==> config.mk <==
export PLATFORM = sky130hd
export DESIGN_NAME = serial_alu
export DESIGN_NICKNAME = d
export VERILOG_FILES = /design/src/rtl/serial_alu.sv
export SDC_FILE = /design/constraint.sdc
export NUM_CORES = 1
export LEC_CHECK = 0
export ABC_AREA = 1
export CAP_MARGIN = 40
export CORE_MARGIN = 8
export CORE_UTILIZATION = 41
export CTS_CLUSTER_DIAMETER = 200
export DETAILED_ROUTE_END_ITERATION = 6
export PLACE_DENSITY = 0.9
export SYNTH_ARGS = -nofsm -noshare
export SYNTH_HDL_FRONTEND = slang
export SYNTH_SLANG_ARGS = --single-unit
==> constraint.sdc <==
create_clock -name clk -period 3.85 [get_ports clk]
set_clock_uncertainty 0.2 [all_clocks]
set_input_delay 0.77 -clock clk [delete_from_list [all_inputs] [get_ports clk]]
set_output_delay 0.77 -clock clk [all_outputs]
set_load 0.02 [all_outputs]
==> src/rtl/serial_alu.sv <==
// Bit-serial 2-bit-per-cycle ALU and rotation sequencer for the serial register file.
// Optional immediate operand path enabled by defining SERIAL_ALU_IMM_EN.
module serial_alu #(
  parameter int XLEN = 32
) (
  input  logic            clk,
  input  logic            rst,
  input  logic            start,
  input  logic [2:0]      op,
  input  logic [1:0]      rs1_data,
  input  logic [1:0]      rs2_data,
  input  logic            imm_sel,
  input  logic [XLEN-1:0] imm,
  output logic [1:0]      rd_data,
  output logic            shift,
  output logic            wr_en,
  output logic            busy,
  output logic            done,
  output logic            flag_eq,
  output logic            flag_lt,
  output logic            flag_ltu
);
  localparam int DIGITS = XLEN / 2;
  localparam int CW     = (DIGITS > 1) ? $clog2(DIGITS) : 1;

  typedef enum logic [1:0] {IDLE, RUN, DONE} state_t;

  state_t          state, state_nx;
  logic [CW-1:0]   cnt;
  logic [2:0]      op_r;
  logic            carry;
  logic            cmp_c;
  logic            ne;
  logic [1:0]      b;
  logic [1:0]      bp;
  logic [2:0]      sum;
  logic [2:0]      csum;
  logic            inv;
  logic            is_cmp;
  logic            last;
  logic            ovf;

  assign inv    = (op_r == 3'b001) || (op_r[2:1] == 2'b11);
  assign is_cmp = (op_r[2:1] == 2'b11);
  assign last   = (cnt == CW'(DIGITS - 1));

`ifdef SERIAL_ALU_IMM_EN
  logic            imm_sel_r;
  logic [XLEN-1:0] imm_sh;

  always_ff @(posedge clk) begin
    if (rst) begin
      imm_sel_r <= 1'b0;
      imm_sh    <= '0;
    end else if (state == IDLE && start) begin
      imm_sel_r <= imm_sel;
      imm_sh    <= imm;
    end else if (state == RUN) begin
      imm_sh    <= imm_sh >> 2;
    end
  end

  assign b = imm_sel_r ? imm_sh[1:0] : rs2_data;
`else
  assign b = rs2_data;
`endif

  // Main adder serves ADD/SUB/CMP; the compare path always computes A-B for the flags.
  assign bp   = inv ? ~b : b;
  assign sum  = {1'b0, rs1_data} + {1'b0, bp} + {2'b00, carry};
  assign csum = {1'b0, rs1_data} + {1'b0, ~b} + {2'b00, cmp_c};
  assign ovf  = (rs1_data[1] == ~b[1]) && (csum[1] != rs1_data[1]);

  always_ff @(posedge clk) begin
    if (rst) state <= IDLE;
    else     state <= state_nx;
  end

  always_comb begin
    state_nx = state;
    case (state)
      IDLE:    if (start) state_nx = RUN;
      RUN:     if (last)  state_nx = DONE;
      DONE:    state_nx = IDLE;
      default: state_nx = IDLE;
    endcase
  end

  always_comb begin
    shift   = (state == RUN);
    busy    = (state == RUN);
    wr_en   = (state == RUN) && !is_cmp;
    done    = (state == DONE);
    rd_data = 2'b00;
    if (state == RUN) begin
      case (op_r)
        3'b010:  rd_data = rs1_data & b;
        3'b011:  rd_data = rs1_data | b;
        3'b100:  rd_data = rs1_data ^ b;
        3'b101:  rd_data = b;
        default: rd_data = sum[1:0];
      endcase
    end
  end

  always_ff @(posedge clk) begin
    if (rst) begin
      cnt      <= '0;
      op_r     <= 3'b000;
      carry    <= 1'b0;
      cmp_c    <= 1'b0;
      ne       <= 1'b0;
      flag_eq  <= 1'b0;
      flag_lt  <= 1'b0;
      flag_ltu <= 1'b0;
    end else if (state == IDLE && start) begin
      cnt      <= '0;
      op_r     <= op;
      carry    <= (op == 3'b001) || (op[2:1] == 2'b11);
      cmp_c    <= 1'b1;
      ne       <= 1'b0;
      flag_eq  <= 1'b0;
      flag_lt  <= 1'b0;
      flag_ltu <= 1'b0;
    end else if (state == RUN) begin
      cnt   <= cnt + 1'b1;
      carry <= sum[2];
      cmp_c <= csum[2];
      ne    <= ne | (rs1_data != b);
      // Flags land on the edge into DONE from the final digit's compare result.
      if (last) begin
        flag_eq  <= ~(ne | (rs1_data != b));
        flag_lt  <= csum[1] ^ ovf;
        flag_ltu <= ~csum[2];
      end
    end
  end
endmodule

Word level (Yosys, flattened, before mapping)
Index checks and enable logic that the tools add are counted.
{ "op_classes": {"bitwise_logic": 9, "mux": 10, "n_reduce_logical": 11, "n_addsub": 5, "eq_ne": 16} }
{ "op_table": {"columns": ["cell", "count"], "rows": [
  ["$mux 2", 4],
  ["$pmux 2 s4", 1],
  ["$add 2x2->3", 2],
  ["$add 3x1->3", 2],
  ["$eq 2x2->1 const B", 3],
  ["$eq 3x1->1 const B", 2],
  ["$eq 3x2->1 const B", 2],
  ["$eq 3x3->1 const B", 2],
  ["$add 4x1->4 const B", 1],
  ["$eq 4x4->1 const B", 1],
  ["$mux 1", 4],
  ["$pmux 2 s2", 1],
  ["$reduce_and 2->1", 2],
  ["$logic_and 1x1->1", 3],
  ["$not 1->1", 3],
  ["$and 2x2->2", 1],
  ["$eq 2x1->1 const B", 1],
  ["$logic_not 2->1", 1],
  ["$logic_or 1x1->1", 2],
  ["$ne 2x1->1 const B", 1],
  ["$ne 2x2->1", 1],
  ["$ne 2x2->1 const B", 1],
  ["$not 2->2", 1],
  ["$or 2x2->2", 1],
  ["8 further kinds", 8]
]} }
{ "word_totals": {"regBits": 15, "out_inout_bits": 9, "word_cells": 60, "in_bits": 43} }

Longest topological paths before layout
Gate-level depths: netlist of run 1.
{ "depth": {"depth_word": 7, "depth_mapped": 9, "mapped_depth_nobuf": 9} }

Worst setup path before layout of run 1
Ideal clock, no wire load.
{ "synth_path": {"path_kind": "in2out", "startpoint": "in rs2_data[0]", "endpoint": "out rd_data[1]", "required_ps": 2880, "cell_stages": 6, "arrival_time_ps": 2137, "n_path_buf": 0, "path_slack_ps": 743, "cell_sequence": "xor2_1 fa_1 fa_1 nand2_1 nand2_1 nor2_1"} }
{ "synth_between": {"elab_chain_cells": 6} }
{ "synth_rtl": {"columns": ["element", "line", "source"], "rows": [
  ["start: declaration", "11", "input logic [1:0] rs2_data,"],
  ["$not 2->2", "69", "assign bp = inv ? ~b : b;"],
  ["$mux 2 (*)", "69", null],
  ["$add 2x2->3 (*)", "70", "assign sum = {1'b0, rs1_data} + {1'b0, bp} + {2'b00, carry};"],
  ["$add 3x1->3 (*)", "70", null],
  ["$pmux 2 s4 (*)", "96", "case (op_r)"],
  ["$mux 2 (*)", "95", "if (state == RUN) begin"],
  ["end: declaration", "14", "output logic [1:0] rd_data,"]
]} }
Every way passes the cells marked *; elsewhere a longest branch is shown, timed or not.

Worst setup path after layout of run 1
Same ends and word-level chain as after synthesis.

==> results of run 1 <==
-- sequential cells by signal, summed over array words and instances (netlist names) --
| name | flops |
|---|---|
| carry | 1 |
| cmp_c | 1 |
| cnt | 4 |
| flag_eq | 1 |
| flag_lt | 1 |
| flag_ltu | 1 |
| ne | 1 |
| op_r | 3 |
| state | 2 |
-- repair_timing --
item                                    CTS  global route
endpoints found under the hold margin     0             0
resized for setup                         1             0
endpoints found under the setup margin    1             0
-- where the power goes --
part	leakage (nW)	internal, mW	total [mW]	switching [mW]
clock network	0.0150	0.0403	0.0910	0.0506
registers	0.123	0.162	0.171	0.00834
logic	0.404	0.0477	0.111	0.0636
-- worst max-delay path by stage --
| stage | depth (start not counted) | slack [ns] | startpoint | to |
|---|---|---|---|---|
| finish | 8 | 0.09 | rs2_data[0] | rd_data[1] |
| global route | 8 | 0.01 | rs2_data[0] | rd_data[1] |
| CTS | 8 | 0.09 | rs2_data[0] | rd_data[1] |
| detailed placement | 8 | -0.19 | rs2_data[0] | rd_data[1] |
| global placement | 8 | -0.13 | rs2_data[0] | rd_data[1] |
| floorplan | 6 | 0.74 | rs2_data[0] | rd_data[1] |
-- cell type report --
cell class | instances | area, um2 | area share [%]
multi-input cells | 96 | 591 | 48.3
flip-flops and latches | 15 | 300 | 24.5
repair buffers | 22 | 209 | 17.1
inverters | 16 | 62.6 | 5.11
well taps | 28 | 35.0 | 2.86
clock buffers | 4 | 26.3 | 2.15
-- synthesized netlist by cell type (all sizes together) --
cell type | count | area share, %
xnor2 | 1 | 0.91
nand4 | 4 | 2.6
a21oi | 5 | 2.6
dfxtp | 15 | 31
inv | 16 | 6.5
ha | 8 | 10
nor2 | 29 | 13
o21ai | 11 | 6.5
fa | 2 | 4.2
nand3b | 1 | 0.78
nand3 | 8 | 4.2
nor3b | 1 | 0.78
nand2 | 20 | 10
nor3 | 2 | 1.6
xor2 | 4 | 3.6
buf | 1 | 0.78
-- metrics by stage --
| step | TNS (ns) | power (mW) | setup slack (ns) |
|---|---|---|---|
| 3_5_place_dp | -0.185 | 0.286 | -0.185 |
| 4_1_cts | 0 | 0.377 | 0.0875 |
| 2_1_floorplan | 0 | 0.244 | 0.743 |
| 5_1_grt | 0 | 0.393 | 0.0108 |
| 3_3_place_gp | -0.135 | 0.280 | -0.135 |
| 6_report | 0 | 0.373 | 0.0940 |
-- per-layer routing --
metal	wire length, um	share of wire (%)
met5	0	0
met3	103	4.6
met4	34	1.5
met1	907	40
met2	1210	54
-- critical path, cell delays in order --
cell and delay [ns]:
sky130_fd_sc_hd__clkdlybuf4s50_1 0.45, sky130_fd_sc_hd__xor2_1 0.19, sky130_fd_sc_hd__fa_1 0.40, sky130_fd_sc_hd__fa_1 0.43
sky130_fd_sc_hd__nand2_1 0.07, sky130_fd_sc_hd__nand2_1 0.05, sky130_fd_sc_hd__nor2_1 0.09, sky130_fd_sc_hd__dlygate4sd2_1 0.34
-- logic make-up after synthesis --
family	after synthesis	share of synthesized area (%)
buf+inv	17	7.29
flops	15	31.3
simple gates	65	33.2
xor+xnor	5	4.56
compound gates	16	9.11
fa+ha+maj	10	14.6
==> impl_metrics.ini, run 1 <==
[status]
result_of_the_run = finished clean

[global_route]
grt_pass1_vias = 945
groute.layer.met2.usage_pct = 21.6
globalRoute.busiestLayer = met2
pin_count_of_the_biggest_net_entering_global_routing = 10
groute.usage.overall_pct = 11.0
globalRouteOverflowTotal = 0
global_route.usage.met1_pct = 10.2
grtUsageMet3_pct = 3.61
grt_antenna_before_repair = 0
grt_first_pass_wirelength_mm = 3.75

[logic_synthesis]
synthesis.area_um2 = 961
yosys_warning_total = 0
synth_cell_types = 25
synth_area_per_cell_um2 = 7.51
seq_area_frac_synth_pct = 31.3
synthesis.nets = 181
yosys_register_bits = 15
netlist_instances = 128

[hold_path]
timing.hold.worst_endpoint = flag_eq$_SDFFE_PP0P_
holdCritPathClass = register to register
hold_path_startpoint = flag_eq$_SDFFE_PP0P_
min_path_cells = 2

[cts]
clock_insertion_delay_at_the_later_pin_of_the_skew_report_ns = 0.28
cts-htree-levels = 1
cts_num_sinks = 15
ctsHoldBuffers = 0
cts-buffers-inserted = 3
post_cts.repair.setup_buffers = 0
max-clock-path-buffers = 2
clock_tree_from_tritoncts = yes
clkTransAtPathRegs_ns = 0.09
clock_tree.root_cell = sky130_fd_sc_hd__clkbuf_4

[worst_setup_path]
path_class = input port to output pin
cp.required_ns = 2.88
worst_r2r_endpoint = carry$_SDFFE_PP0P_
startpoint_type = input port
cp_data_arrival_time_ns = 2.79
path_max_fanout = 2
regToRegStartpoint = op_r[0]$_SDFFE_PP0P_
rrSetupSlack_ns = 1.58
worst_setup_path_end_kind = output pin
worst_r2r_path_depth = 9

[floorplan]
std_cell_rows = 17
ioPinCount = 52
area_of_the_die_mm2 = 0.00415
fp.coreArea_mm2 = 0.00221
floorplan.initialDensity_pct = 43.4
die_height_um = 64.4
die-width_um = 64.4

[final_layout]
mostFrequentLayoutCells = sky130_fd_sc_hd__nor2_1 (25), sky130_fd_sc_hd__clkdlybuf4s50_1 (17), sky130_fd_sc_hd__nand2_1 (16)
antennaDiodeCount = 0
area_growth_syn_to_layout_pct = 27.3
final-instance-count-excl-fill = 181
leading_cell_type_in_the_layout_fill_and_taps_excluded = sky130_fd_sc_hd__nor2_1
drive_above_1_share_pct = 15.7
final_core_util_pct = 55.3
final_cell_area_mm2 = 0.00122
fillerInstances = 199
fin_nets = 207

[placement]
placed_area_mm2 = 0.00120
placed_instance_count = 177
routabilityCongestion = 0.814
dpl.hpwl_mm = 1.82
number_of_port_buffers = 18

[sta]
timing_hold_violations_final = 0
fmax_ghz = 0.266
drv_slew = 0
slew_headroom_pct = 79.2
final_period_minus_worst_setup_slack_ns = 3.76
finalSetupViolations = 0
period_share_pct = 97.6
worst_margin_slew_ns = 0.311
hold_ws_ns = 0.293
rsz0062_at_grt = no

[drt]
dr_total_vias = 930
firstDrtPassIters = 4
routed_wirelength_mm = 2.26
ant_nets = 0
drt_drc_violations_left = 0
detail_route.vias_per_cell = 5.14
avgRoutedWirePerCell_um = 12.5
drt_iter0_drc = 23

[power_and_ir_drop]
power.leakage_nw = 0.542
ir_worst_vdd_v = 0.000239
power-per-cell-area_mw_per_mm2 = 305

[job]
max_cap_viol_count = 0
No activity file was read; power rests on OpenSTA's default activity.
==> run 2: changes to the inputs <==
- TNS_END_PERCENT: default -> 20
- clock period: 3.85 -> 4.9 ns (I/O delays scaled with it)
==> impl_metrics.ini, run 2 (same netlist as run 1, synthesis figures left out) <==
[final_layout]
leading_cell_type_in_the_layout_fill_and_taps_excluded = sky130_fd_sc_hd__nor2_1
final_core_util_pct = 54.0
drive_above_1_share_pct = 13.4
largest_register_ffs = 4
mostFrequentLayoutCells = sky130_fd_sc_hd__nor2_1 (25), sky130_fd_sc_hd__clkdlybuf4s50_1 (18), sky130_fd_sc_hd__nand2_1 (16)
area_growth_syn_to_layout_pct = 24.3
reg.largest.list = cnt (4), op_r (3), state (2)
registers.top_by_ff_count = cnt
antennaDiodeCount = 0
fillerInstances = 205
fin_nets = 203

[status]
result_of_the_run = finished clean

[drt]
ant_nets = 0
routed_wirelength_mm = 2.16
drt_drc_violations_left = 0
detail_route.vias_per_cell = 5.00
dr_total_vias = 885
drt_iter0_drc = 27
avgRoutedWirePerCell_um = 12.2
firstDrtPassIters = 4

[sta]
drv_slew = 0
min_setup_slack_post_route_ns = 0.378
slew_headroom_pct = 80.2
period_share_pct = 92.3
finalSetupViolations = 0
setup_tns_ns = 0
worst_margin_slew_ns = 0.296
hold_ws_ns = 0.292
rsz0062_at_grt = no
timing_hold_violations_final = 0
final_period_minus_worst_setup_slack_ns = 4.52
fmax_ghz = 0.221

[worst_setup_path]
critical_path.slowest_cell = sky130_fd_sc_hd__clkdlybuf4s50_1
worst_r2r_endpoint = carry$_SDFFE_PP0P_
rrSetupSlack_ns = 2.64
critPathMaxStageDelay_ns = 0.61
path_max_fanout = 4
cp-startpoint = rs2_data[0]
cp.required_ns = 3.72
critical_path.top_delay_family = buffers and inverters
startpoint_type = input port
cp_cell_instances = clkdlybuf4s50_1, xor2_1, fa_1, fa_1, nand2_1, nand2_1, nor2_1, clkdlybuf4s50_1
critical_path_buf_inv_count = 2
worst_setup_path_end_kind = output pin
cp_data_arrival_time_ns = 3.34
regToRegStartpoint = op_r[0]$_SDFFE_PP0P_
worst_r2r_path_depth = 9
path_class = input port to output pin

[cts]
max-clock-path-buffers = 2
cts_num_sinks = 15
clock_tree.root_cell = sky130_fd_sc_hd__clkbuf_4
cts-htree-levels = 1
clock_tree_from_tritoncts = yes
clkTransAtPathRegs_ns = 0.08
ctsHoldBuffers = 0
post_cts.repair.setup_buffers = 0
cts-resized-gates = 0
clock_insertion_delay_at_the_later_pin_of_the_skew_report_ns = 0.28
cts-buffers-inserted = 3

[placement]
preCtsSetupSlack_ns = 0.380
dpl.hpwl_mm = 1.77
number_of_port_buffers = 18
routabilityCongestion = 0.844

[power_and_ir_drop]
ir_worst_vdd_v = 0.000183
power.leakage_nw = 0.519
fin_total_pwr_mw = 0.288
power-per-cell-area_mw_per_mm2 = 241

[global_route]
globalRouteOverflowTotal = 0
groute.usage.overall_pct = 10.8
pin_count_of_the_biggest_net_entering_global_routing = 10
grt_pass1_vias = 903
grt_antenna_before_repair = 0
grt_first_pass_wirelength_mm = 3.63

[floorplan]
area_of_the_die_mm2 = 0.00415
ioPinCount = 52
fp.coreArea_mm2 = 0.00221
std_cell_rows = 17
floorplan.initialDensity_pct = 43.4
die-width_um = 64.4
die_height_um = 64.4

[hold_path]
min_path_cells = 2
timing.hold.worst_endpoint = flag_eq$_SDFFE_PP0P_
holdCritPathClass = register to register
hold_path_startpoint = flag_eq$_SDFFE_PP0P_

[job]
max_cap_viol_count = 0
-- run 2: cell types whose count changed in the layout (fill, tap and decap cells not counted) --
cell / change
sky130_fd_sc_hd__buf_4: -4
sky130_fd_sc_hd__clkdlybuf4s50_1: +1
sky130_fd_sc_hd__dlygate4sd2_1: -1
-- run 2: area by class of cell --
| class | count | area (um2) | share of cell area (%) |
|---|---|---|---|
| Timing Repair Buffer | 18 | 180 | 15.1 |
| Multi-Input combinational cell | 96 | 591 | 49.4 |
| Clock buffer | 4 | 26.3 | 2.20 |
| Tap cell | 28 | 35.0 | 2.93 |
| Sequential cell | 15 | 300 | 25.1 |
| Inverter | 16 | 62.6 | 5.24 |
-- run 2: worst min-delay path, delay by kind of cell (launching register included) --
| family | cells | cell delay (ns) |
|---|---|---|
| flip-flops | 1 | 0.32 |
| AND/OR/NAND/NOR | 2 | 0.14 |
-- run 2: metrics by stage --
stage | instance area (um2) | instances
6_report | 1190 | 177
5_1_grt | 1190 | 177
4_1_cts | 1190 | 177
3_5_place_dp | 1170 | 173
3_3_place_gp | 1170 | 173
2_1_floorplan | 961 | 128
-- run 2: worst max-delay path by stage --
stage / endpoint / slack, ns / depth (start not counted)
finish: rd_data[1] / 0.38 / 8
detailed placement: rd_data[1] / 0.38 / 8
CTS: rd_data[1] / 0.38 / 8
global placement: rd_data[1] / 0.43 / 8
floorplan: rd_data[1] / 1.37 / 6
global route: rd_data[1] / 0.28 / 8
-- run 2: power breakdown --
part           leakage [nW]  internal [mW]  switching (mW)
clock                0.0150         0.0316          0.0374
sequential            0.123          0.128         0.00667
combinational         0.381         0.0365          0.0486
total                 0.519          0.196          0.0926
-- run 2: metal layers --
metal / share of wire [%] / wire [um] / GRT usage, %
met1: 40 / 872 / 10.2
met2: 53 / 1140 / 19.8
met3: 5.1 / 109 / 4.30
met4: 1.3 / 27 / 5.18
met5: 0 / 0 / 0
